$ cat config.mk
export PLATFORM = sky130hd
export DESIGN_NAME = mem_load_stage
export DESIGN_NICKNAME = d
export VERILOG_FILES = /design/src/rtl/mem_pkg.sv /design/src/rtl/mem_load_stage_rdata_fifo.sv /design/src/rtl/mem_load_stage.sv
export SDC_FILE = /design/constraint.sdc
export NUM_CORES = 1
export LEC_CHECK = 0
export BUFFER_PORTS_ARGS = -buffer_cell sky130_fd_sc_hd__buf_4
export CAP_MARGIN = 20
export CORE_ASPECT_RATIO = 0.7
export CORE_MARGIN = 3
export CORE_UTILIZATION = 33
export DETAILED_ROUTE_END_ITERATION = 8
export GPL_ROUTABILITY_DRIVEN = 0
export PLACE_DENSITY = 0.62
export SLEW_MARGIN = 20
export SYNTH_ARGS = -nofsm -noshare
export SYNTH_HDL_FRONTEND = slang
export SYNTH_SLANG_ARGS = --single-unit
export TNS_END_PERCENT = 5
$ cat constraint.sdc
create_clock -name clk -period 3 [get_ports clk]
set_clock_uncertainty 0.2 [all_clocks]
set_input_delay 0.15 -clock clk [delete_from_list [all_inputs] [get_ports clk]]
set_output_delay 0.15 -clock clk [all_outputs]
set_load 0.05 [all_outputs]
$ cat src/rtl/mem_pkg.sv
// Shared constants for the MEM stage: load opcodes, upstream exception bit
// positions and the excepttype codes handed to WB/CP0.
package mem_pkg;

  localparam logic [2:0] LOP_NONE = 3'd0;
  localparam logic [2:0] LOP_LB   = 3'd1;
  localparam logic [2:0] LOP_LBU  = 3'd2;
  localparam logic [2:0] LOP_LH   = 3'd3;
  localparam logic [2:0] LOP_LHU  = 3'd4;
  localparam logic [2:0] LOP_LW   = 3'd5;
  localparam logic [2:0] LOP_LWL  = 3'd6;
  localparam logic [2:0] LOP_LWR  = 3'd7;

  localparam int unsigned EXC_SYSCALL  = 8;
  localparam int unsigned EXC_RI       = 9;
  localparam int unsigned EXC_TRAP     = 10;
  localparam int unsigned EXC_OV       = 11;
  localparam int unsigned EXC_ERET     = 12;
  localparam int unsigned EXC_BREAK    = 13;
  localparam int unsigned EXC_ADES     = 14;
  localparam int unsigned EXC_ADEL     = 15;
  localparam int unsigned EXC_IF_ADEL  = 16;

  localparam logic [31:0] ET_INT     = 32'h0000_0001;
  localparam logic [31:0] ET_SYSCALL = 32'h0000_0008;
  localparam logic [31:0] ET_BREAK   = 32'h0000_0009;
  localparam logic [31:0] ET_RI      = 32'h0000_000a;
  localparam logic [31:0] ET_TRAP    = 32'h0000_000d;
  localparam logic [31:0] ET_OV      = 32'h0000_000c;
  localparam logic [31:0] ET_ERET    = 32'h0000_000e;
  localparam logic [31:0] ET_ADES    = 32'h0000_0005;
  localparam logic [31:0] ET_ADEL    = 32'h0000_0004;

endpackage

$ cat src/rtl/mem_load_stage_rdata_fifo.sv
// Circular capture buffer for read-data beats that arrive while MEM is held.
// Sticky overflow flag; flush empties the buffer and suppresses the push.
module rdata_fifo #(
  parameter int unsigned DEPTH = 2
) (
  input  logic        clk,
  input  logic        rst,
  input  logic        flush,
  input  logic        push,
  input  logic        pop,
  input  logic [31:0] wdata,
  output logic [31:0] head,
  output logic        empty,
  output logic        ovf
);

  localparam int unsigned PTR_W = (DEPTH > 1) ? $clog2(DEPTH) : 1;
  localparam int unsigned CNT_W = $clog2(DEPTH + 1);
  localparam logic [PTR_W-1:0] LAST = PTR_W'(DEPTH - 1);
  localparam logic [CNT_W-1:0] FULL = CNT_W'(DEPTH);

  logic [31:0]      mem_q [DEPTH];
  logic [31:0]      mem_d [DEPTH];
  logic [PTR_W-1:0] rd_ptr_q, rd_ptr_d, wr_ptr_q, wr_ptr_d;
  logic [CNT_W-1:0] count_q, count_d;
  logic             ovf_q, ovf_d;
  logic             do_pop, do_push;

  // A pop in the same cycle frees a slot, so a push on a full buffer is kept.
  assign do_pop  = pop & (count_q != '0);
  assign do_push = push & ((count_q != FULL) | do_pop);

  always_comb begin
    mem_d    = mem_q;
    rd_ptr_d = rd_ptr_q;
    wr_ptr_d = wr_ptr_q;
    count_d  = count_q;
    ovf_d    = ovf_q;
    if (flush) begin
      rd_ptr_d = '0;
      wr_ptr_d = '0;
      count_d  = '0;
    end else begin
      if (do_pop)
        rd_ptr_d = (rd_ptr_q == LAST) ? '0 : rd_ptr_q + 1'b1;
      if (do_push) begin
        mem_d[wr_ptr_q] = wdata;
        wr_ptr_d = (wr_ptr_q == LAST) ? '0 : wr_ptr_q + 1'b1;
      end
      if (push && !do_push)
        ovf_d = 1'b1;
      case ({do_push, do_pop})
        2'b10:   count_d = count_q + 1'b1;
        2'b01:   count_d = count_q - 1'b1;
        default: count_d = count_q;
      endcase
    end
  end

  always_ff @(posedge clk) begin
    if (rst) begin
      rd_ptr_q <= '0;
      wr_ptr_q <= '0;
      count_q  <= '0;
      ovf_q    <= 1'b0;
    end else begin
      rd_ptr_q <= rd_ptr_d;
      wr_ptr_q <= wr_ptr_d;
      count_q  <= count_d;
      ovf_q    <= ovf_d;
    end
    mem_q <= mem_d;
  end

  assign head  = mem_q[rd_ptr_q];
  assign empty = (count_q == '0);
  assign ovf   = ovf_q;

endmodule

$ cat src/rtl/mem_load_stage.sv
// MEM pipeline stage: registers the DC->MEM bundle, captures stalled read
// beats, formats loads and encodes the prioritised excepttype for WB/CP0.
module mem_load_stage
  import mem_pkg::*;
#(
  parameter int unsigned SIDE_W    = 38,
  parameter int unsigned BUF_DEPTH = 2,
  parameter int unsigned EXC_W     = 32
) (
  input  logic              clk,
  input  logic              rst,
  input  logic              flush,
  input  logic              stall_cur,
  input  logic              stall_nxt,
  input  logic              in_valid,
  input  logic [31:0]       in_pc,
  input  logic [2:0]        in_op,
  input  logic              in_sel_mem,
  input  logic              in_we,
  input  logic [4:0]        in_waddr,
  input  logic [31:0]       in_alu,
  input  logic [31:0]       in_rt,
  input  logic [EXC_W-1:0]  in_exc,
  input  logic              in_dslot,
  input  logic [31:0]       in_badva,
  input  logic [SIDE_W-1:0] in_side,
  input  logic [31:0]       rdata,
  input  logic              rdata_valid,
  input  logic [31:0]       cp0_status,
  input  logic [31:0]       cp0_cause,
  input  logic [31:0]       cp0_epc,
  output logic              out_valid,
  output logic [31:0]       out_pc,
  output logic              out_we,
  output logic [4:0]        out_waddr,
  output logic [31:0]       out_wdata,
  output logic              out_data_ok,
  output logic [31:0]       out_excepttype,
  output logic [31:0]       out_epc,
  output logic              out_dslot,
  output logic [31:0]       out_badva,
  output logic [SIDE_W-1:0] out_side,
  output logic              buf_ovf
);

  logic              valid_q, valid_d, sel_mem_q, sel_mem_d, we_q, we_d;
  logic              dslot_q, dslot_d, data_ok_q, data_ok_d;
  logic [31:0]       pc_q, pc_d, alu_q, alu_d, rt_q, rt_d;
  logic [31:0]       badva_q, badva_d, data_q, data_d;
  logic [2:0]        op_q, op_d;
  logic [4:0]        waddr_q, waddr_d;
  logic [EXC_W-1:0]  exc_q, exc_d;
  logic [SIDE_W-1:0] side_q, side_d;

  logic [31:0] fifo_head;
  logic        fifo_empty;

  rdata_fifo #(.DEPTH(BUF_DEPTH)) u_fifo (
    .clk   (clk),
    .rst   (rst),
    .flush (flush),
    .push  (rdata_valid & stall_cur & ~flush),
    .pop   (~flush & ~stall_cur),
    .wdata (rdata),
    .head  (fifo_head),
    .empty (fifo_empty),
    .ovf   (buf_ovf)
  );

  always_comb begin
    valid_d = valid_q;  pc_d    = pc_q;    op_d    = op_q;    sel_mem_d = sel_mem_q;
    we_d    = we_q;     waddr_d = waddr_q; alu_d   = alu_q;   rt_d      = rt_q;
    exc_d   = exc_q;    dslot_d = dslot_q; badva_d = badva_q; side_d    = side_q;
    data_d  = data_q;   data_ok_d = data_ok_q;
    if (flush || (stall_cur && !stall_nxt)) begin
      valid_d = 1'b0;  pc_d    = '0;   op_d    = '0;   sel_mem_d = 1'b0;
      we_d    = 1'b0;  waddr_d = '0;   alu_d   = '0;   rt_d      = '0;
      exc_d   = '0;    dslot_d = 1'b0; badva_d = '0;   side_d    = '0;
      data_d  = '0;    data_ok_d = 1'b0;
    end else if (!stall_cur) begin
      valid_d = in_valid;  pc_d    = in_pc;    op_d    = in_op;    sel_mem_d = in_sel_mem;
      we_d    = in_we & in_valid;  waddr_d = in_waddr;  alu_d = in_alu;  rt_d = in_rt;
      exc_d   = in_exc;    dslot_d = in_dslot; badva_d = in_badva; side_d    = in_side;
      // Beats buffered during the stall are older than the live bus word.
      data_d    = fifo_empty ? rdata : fifo_head;
      data_ok_d = ~fifo_empty | rdata_valid;
    end
  end

  always_ff @(posedge clk) begin
    if (rst) begin
      valid_q <= 1'b0;  pc_q    <= '0;   op_q    <= '0;   sel_mem_q <= 1'b0;
      we_q    <= 1'b0;  waddr_q <= '0;   alu_q   <= '0;   rt_q      <= '0;
      exc_q   <= '0;    dslot_q <= 1'b0; badva_q <= '0;   side_q    <= '0;
      data_q  <= '0;    data_ok_q <= 1'b0;
    end else begin
      valid_q <= valid_d;  pc_q    <= pc_d;    op_q    <= op_d;    sel_mem_q <= sel_mem_d;
      we_q    <= we_d;     waddr_q <= waddr_d; alu_q   <= alu_d;   rt_q      <= rt_d;
      exc_q   <= exc_d;    dslot_q <= dslot_d; badva_q <= badva_d; side_q    <= side_d;
      data_q  <= data_d;   data_ok_q <= data_ok_d;
    end
  end

  logic [1:0]  a;
  logic [7:0]  byte_v;
  logic [15:0] half_v;
  logic [31:0] fmt;

  assign a = alu_q[1:0];

  always_comb begin
    byte_v = data_q[7:0];
    case (a)
      2'd1:    byte_v = data_q[15:8];
      2'd2:    byte_v = data_q[23:16];
      2'd3:    byte_v = data_q[31:24];
      default: byte_v = data_q[7:0];
    endcase
    half_v = a[1] ? data_q[31:16] : data_q[15:0];
    fmt = '0;
    case (op_q)
      LOP_LB:  fmt = {{24{byte_v[7]}}, byte_v};
      LOP_LBU: fmt = {24'd0, byte_v};
      LOP_LH:  fmt = a[0] ? '0 : {{16{half_v[15]}}, half_v};
      LOP_LHU: fmt = a[0] ? '0 : {16'd0, half_v};
      LOP_LW:  fmt = (a == 2'd0) ? data_q : '0;
      LOP_LWL: case (a)
                 2'd0:    fmt = {data_q[7:0], rt_q[23:0]};
                 2'd1:    fmt = {data_q[15:0], rt_q[15:0]};
                 2'd2:    fmt = {data_q[23:0], rt_q[7:0]};
                 default: fmt = data_q;
               endcase
      LOP_LWR: case (a)
                 2'd0:    fmt = data_q;
                 2'd1:    fmt = {rt_q[31:24], data_q[31:8]};
                 2'd2:    fmt = {rt_q[31:16], data_q[31:16]};
                 default: fmt = {rt_q[31:8], data_q[31:24]};
               endcase
      default: fmt = '0;
    endcase
    out_wdata = sel_mem_q ? fmt : alu_q;
  end

  logic int_pend;
  assign int_pend = ((cp0_cause[15:8] & cp0_status[15:8]) != 8'd0) &&
                    !cp0_status[1] && cp0_status[0];

  always_comb begin
    out_excepttype = '0;
    if (valid_q && (pc_q != '0)) begin
      if (int_pend)                  out_excepttype = ET_INT;
      else if (exc_q[EXC_SYSCALL])   out_excepttype = ET_SYSCALL;
      else if (exc_q[EXC_BREAK])     out_excepttype = ET_BREAK;
      else if (exc_q[EXC_RI])        out_excepttype = ET_RI;
      else if (exc_q[EXC_TRAP])      out_excepttype = ET_TRAP;
      else if (exc_q[EXC_OV])        out_excepttype = ET_OV;
      else if (exc_q[EXC_ERET])      out_excepttype = ET_ERET;
      else if (exc_q[EXC_ADES])      out_excepttype = ET_ADES;
      else if (exc_q[EXC_ADEL])      out_excepttype = ET_ADEL;
      else if (exc_q[EXC_IF_ADEL])   out_excepttype = ET_ADEL;
    end
  end

  logic unused_bits;
  assign unused_bits = ^{exc_q[7:0], exc_q[EXC_W-1:17], cp0_status[31:16],
                         cp0_status[7:2], cp0_cause[31:16], cp0_cause[7:0]};

  assign out_valid   = valid_q;
  assign out_pc      = pc_q;
  assign out_we      = we_q;
  assign out_waddr   = waddr_q;
  assign out_data_ok = data_ok_q;
  assign out_epc     = cp0_epc;
  assign out_dslot   = dslot_q;
  assign out_badva   = badva_q;
  assign out_side    = side_q;

endmodule
==> run_results.csv <==
group,metric,value,unit
outcome,status,"finished with violations",
outcome,violations,"hold timing",
timing,timing.final.hold_violations,2,
critical_path,start_kind,"register",
synth,synthAdderAreaFrac,0.0934,%
worst_hold_path,holdCritStartpoint,"stall_nxt",
global_routing,antenna_found_initial,2,
pwr,cellLeakagePower,0.00899,uW
synth,ys_seq_elements,289,
cells_and_area,drive_gt1_share,28.0,%
route,post_drt_wl_per_cell,20.1,microns
route,vias_per_cell,5.06,
floorplanning,rows,61,
route,drc,0,
synth,synth_cell_types,61,
synth,synth_top_family_by_area,"multiplexers",
clock_tree,cts.sinks,289,
synth,ys_async_sr_fraction,0,%
clock_tree,cts_buffers,31,
synth,synth.cell_area,13400,sq um
timing,holdWs,-0.00294,ns
floorplanning,initial_core_util,33.6,%
floorplanning,coreArea,39800,sq um
floorplanning,pin_count,552,
critical_path,setup.worst_path.end_class,"primary output",
placed_design,numPortBuffers,390,
global_routing,grt_pass1_wl,74400,microns
clock_tree,clockBufferDepth,3,
global_routing,track_usage,22.3,%
clock_tree,cts_tree,"yes",
synth,synth_edf_count,64,
synth,synth.area.mux_share,19.3,%
timing,setup_ws,0.00904,ns
clock_tree,clockRootBuffer,"clkbuf_16",
placed_design,hpwlAfterDp,35500,microns
pwr,powerDensity,465,nW/um^2
floorplanning,die-area,43100,sq um
clock_tree,clkLatencyLatePin,0.57,ns
critical_path,crit_arrival,2.64,ns
global_routing,grt_pass1_vias,12500,
synth,synthXorXnorAreaFrac,0.392,%
critical_path,reg2reg_from,"u_fifo.count_q[0]",
route,drt_iter0_drc,1056,
floorplanning,die_h,175,microns
timing,setup_viol,0,
pwr,total_power,9640,uW
critical_path,crit_start,"data_q[31]",
cells_and_area,antenna_cells,0,
synth,synth_area_leader_cell,"dfxtp_1",
timing,timing.final.crit_share,99.7,%
timing,finalMaxSlewViolations,0,
synth,yosysMostFrequentCell,"mux2i_1",
cells_and_area,fin_cells,2515,
synth,netlist_top_cells_count,"mux2i_1 (230), dfxtp_1 (225), nor2_1 (213)",
critical_path,criticalPathCategory,"register to primary output",
cells_and_area,final_util,52.1,%
synth,ys_warn_count,0,
critical_path,required,2.65,ns
clock_tree,htree_num_levels,1,
cells_and_area,areaGrowthSynthToFinish,55.0,%
synth,synth-compound-area-share,11.5,%
critical_path,path_max_fanout,8,
route,postRouteAntennaNets,0,
global_routing,grt_max_degree,96,
flow_run,maxCapViolations,0,
route,vias,12700,
synth,syn-mean-instance-area,10.1,sq um
synth,synth_flop_cell,"dfxtp_1",
global_routing,grt-ovfl-total,0,
synth,ys_top_cells_by_area,"dfxtp_1 (34%), mux2i_1 (17%), edfxtp_1 (14%)",
synth,netlist.area_leader.share,33.6,%
synth,netlist_instances,1332,
timing,rsz0062_at_grt,"true",
floorplanning,die_w,247,microns
synth,synth_simple_gate_area_share,13.6,%
clock_tree,clk_pin_slew_worst_paths,0.07,ns
route,drt-total-wl,50500,microns
placed_design,placed_cells,2167,
route,firstDrtPassIters,6,
placed_design,dp_slack,0.294,ns
timing,fin_crit,2.99,ns
synth,synth_seq_area_share,48.0,%
pwr,ir_worst_vdd,0.371,mV
timing,worstMarginPinSlew,0.916,ns
cells_and_area,final_nets,2301,
worst_hold_path,worstHoldPathType,"input port to register",
timing,max_freq,334,MHz
timing,slew_headroom,38.7,%
==> cell usage in the layout (no fill, tap or decap), types with 5 or more instances in the layout <==
master | synthesis | layout
inv_1 | 15 | 15
a222oi_1 | 8 | 8
o211ai_1 | 7 | 7
and2_1 | 10 | 10
o2bb2ai_1 | 7 | 5
buf_12 | 0 | 5
nor2b_1 | 44 | 44
nor3_1 | 13 | 13
o221ai_1 | 6 | 6
conb_1 | 1 | 28
clkbuf_8 | 0 | 6
a21oi_1 | 40 | 38
nand3_1 | 20 | 19
mux4_2 | 5 | 5
inv_6 | 0 | 6
a211oi_1 | 67 | 66
clkbuf_16 | 0 | 32
mux2_2 | 15 | 14
edfxtp_1 | 64 | 64
o2111ai_1 | 5 | 5
a32oi_1 | 7 | 6
nand2_1 | 55 | 55
nor2_1 | 213 | 210
mux2i_1 | 230 | 229
dfxtp_1 | 225 | 216
nor4b_1 | 7 | 7
nor4_1 | 10 | 10
clkinv_2 | 0 | 5
o21ai_0 | 25 | 20
dlygate4sd3_1 | 0 | 281
a22oi_1 | 8 | 8
buf_4 | 63 | 430
buf_6 | 1 | 5
dfxtp_2 | 0 | 6
==> sequential cells by signal (all words and copies together), names as in the netlist, 5 cells and up <==
register / cells
exc_q: 9
alu_q: 32
rt_q: 32
out_waddr: 5
data_q: 32
out_pc: 32
out_side: 38
out_badva: 32
u_fifo.mem_q: 64
==> cell families after synthesis <==
logic type / after synthesis
XOR/XNOR: 6
flip-flops: 289
buffers and inverters: 176
multiplexers: 250
AO/OA/AOI/OAI: 212
other: 1
AND/OR/NAND/NOR: 397
adder cells (fa/ha/maj): 1
==> worst max-delay path: stages (launching register included) <==
cell and delay [ns]:
dfxtp_1 0.41, mux4_2 0.58, nand3b_4 0.17, o211ai_1 0.22, a2111oi_4 0.35, o2bb2ai_2 0.13
buf_4 0.21
==> final timing paths <==
path | endpoint | slack, ns | depth (start not counted)
setup / recovery | out_wdata[12] | 0.009 | 6
hold / removal | out_pc[15] | -0.003 | 4
setup reg to reg | u_fifo.count_q[1] | 0.80 | 7
hold reg to reg | rt_q[10] | 0.30 | 2
==> metal layers <==
metal | up-vias | track usage, % | wire, microns
met1 | 6132 | 30.8 | 21800
met4 | 4 | 5.55 | 1350
met3 | 93 | 6.91 | 5060
li1 | 5945 | - | -
met2 | 541 | 33.7 | 22100
met5 | - | 1.58 | 100
==> area by class of cell <==
class                           count  area (sq um)
Fill cell                        3493         19100
Sequential cell                   289          6440
Timing Repair Buffer              725          6280
Multi-Input combinational cell    894          6250
Clock buffer                       40           870
Tap cell                          535           669
Clock inverter                     17           183
Inverter                           15          56.3
==> report_power, final <==
group / total, uW / internal, uW / leakage [uW] / switching (uW)
registers: 4160 / 4070 / 0.00241 / 94.1
clock network: 3990 / 2310 / 0.000521 / 1670
logic: 1490 / 733 / 0.00606 / 760
==> stage by stage <==
| step | TNS (ns) | area, sq um |
|---|---|---|
| floorplan | -0.340 | 13500 |
| global placement | 0 | 16600 |
| detailed placement | 0 | 16600 |
| CTS | -1.07 | 20500 |
| global route | -0.196 | 20800 |
| finish | 0 | 20800 |
==> repair_timing <==
action / CTS / global route
gates resized for setup: 16 / 25
cloned: 0 / 1
hold buffers: 281 / 0
pin swaps: 0 / 8
endpoints found under the hold margin: 289 / 0
endpoints found under the setup margin: 32 / 27
setup buffers: 0 / 8
No activity file was read; power rests on OpenSTA's default activity.
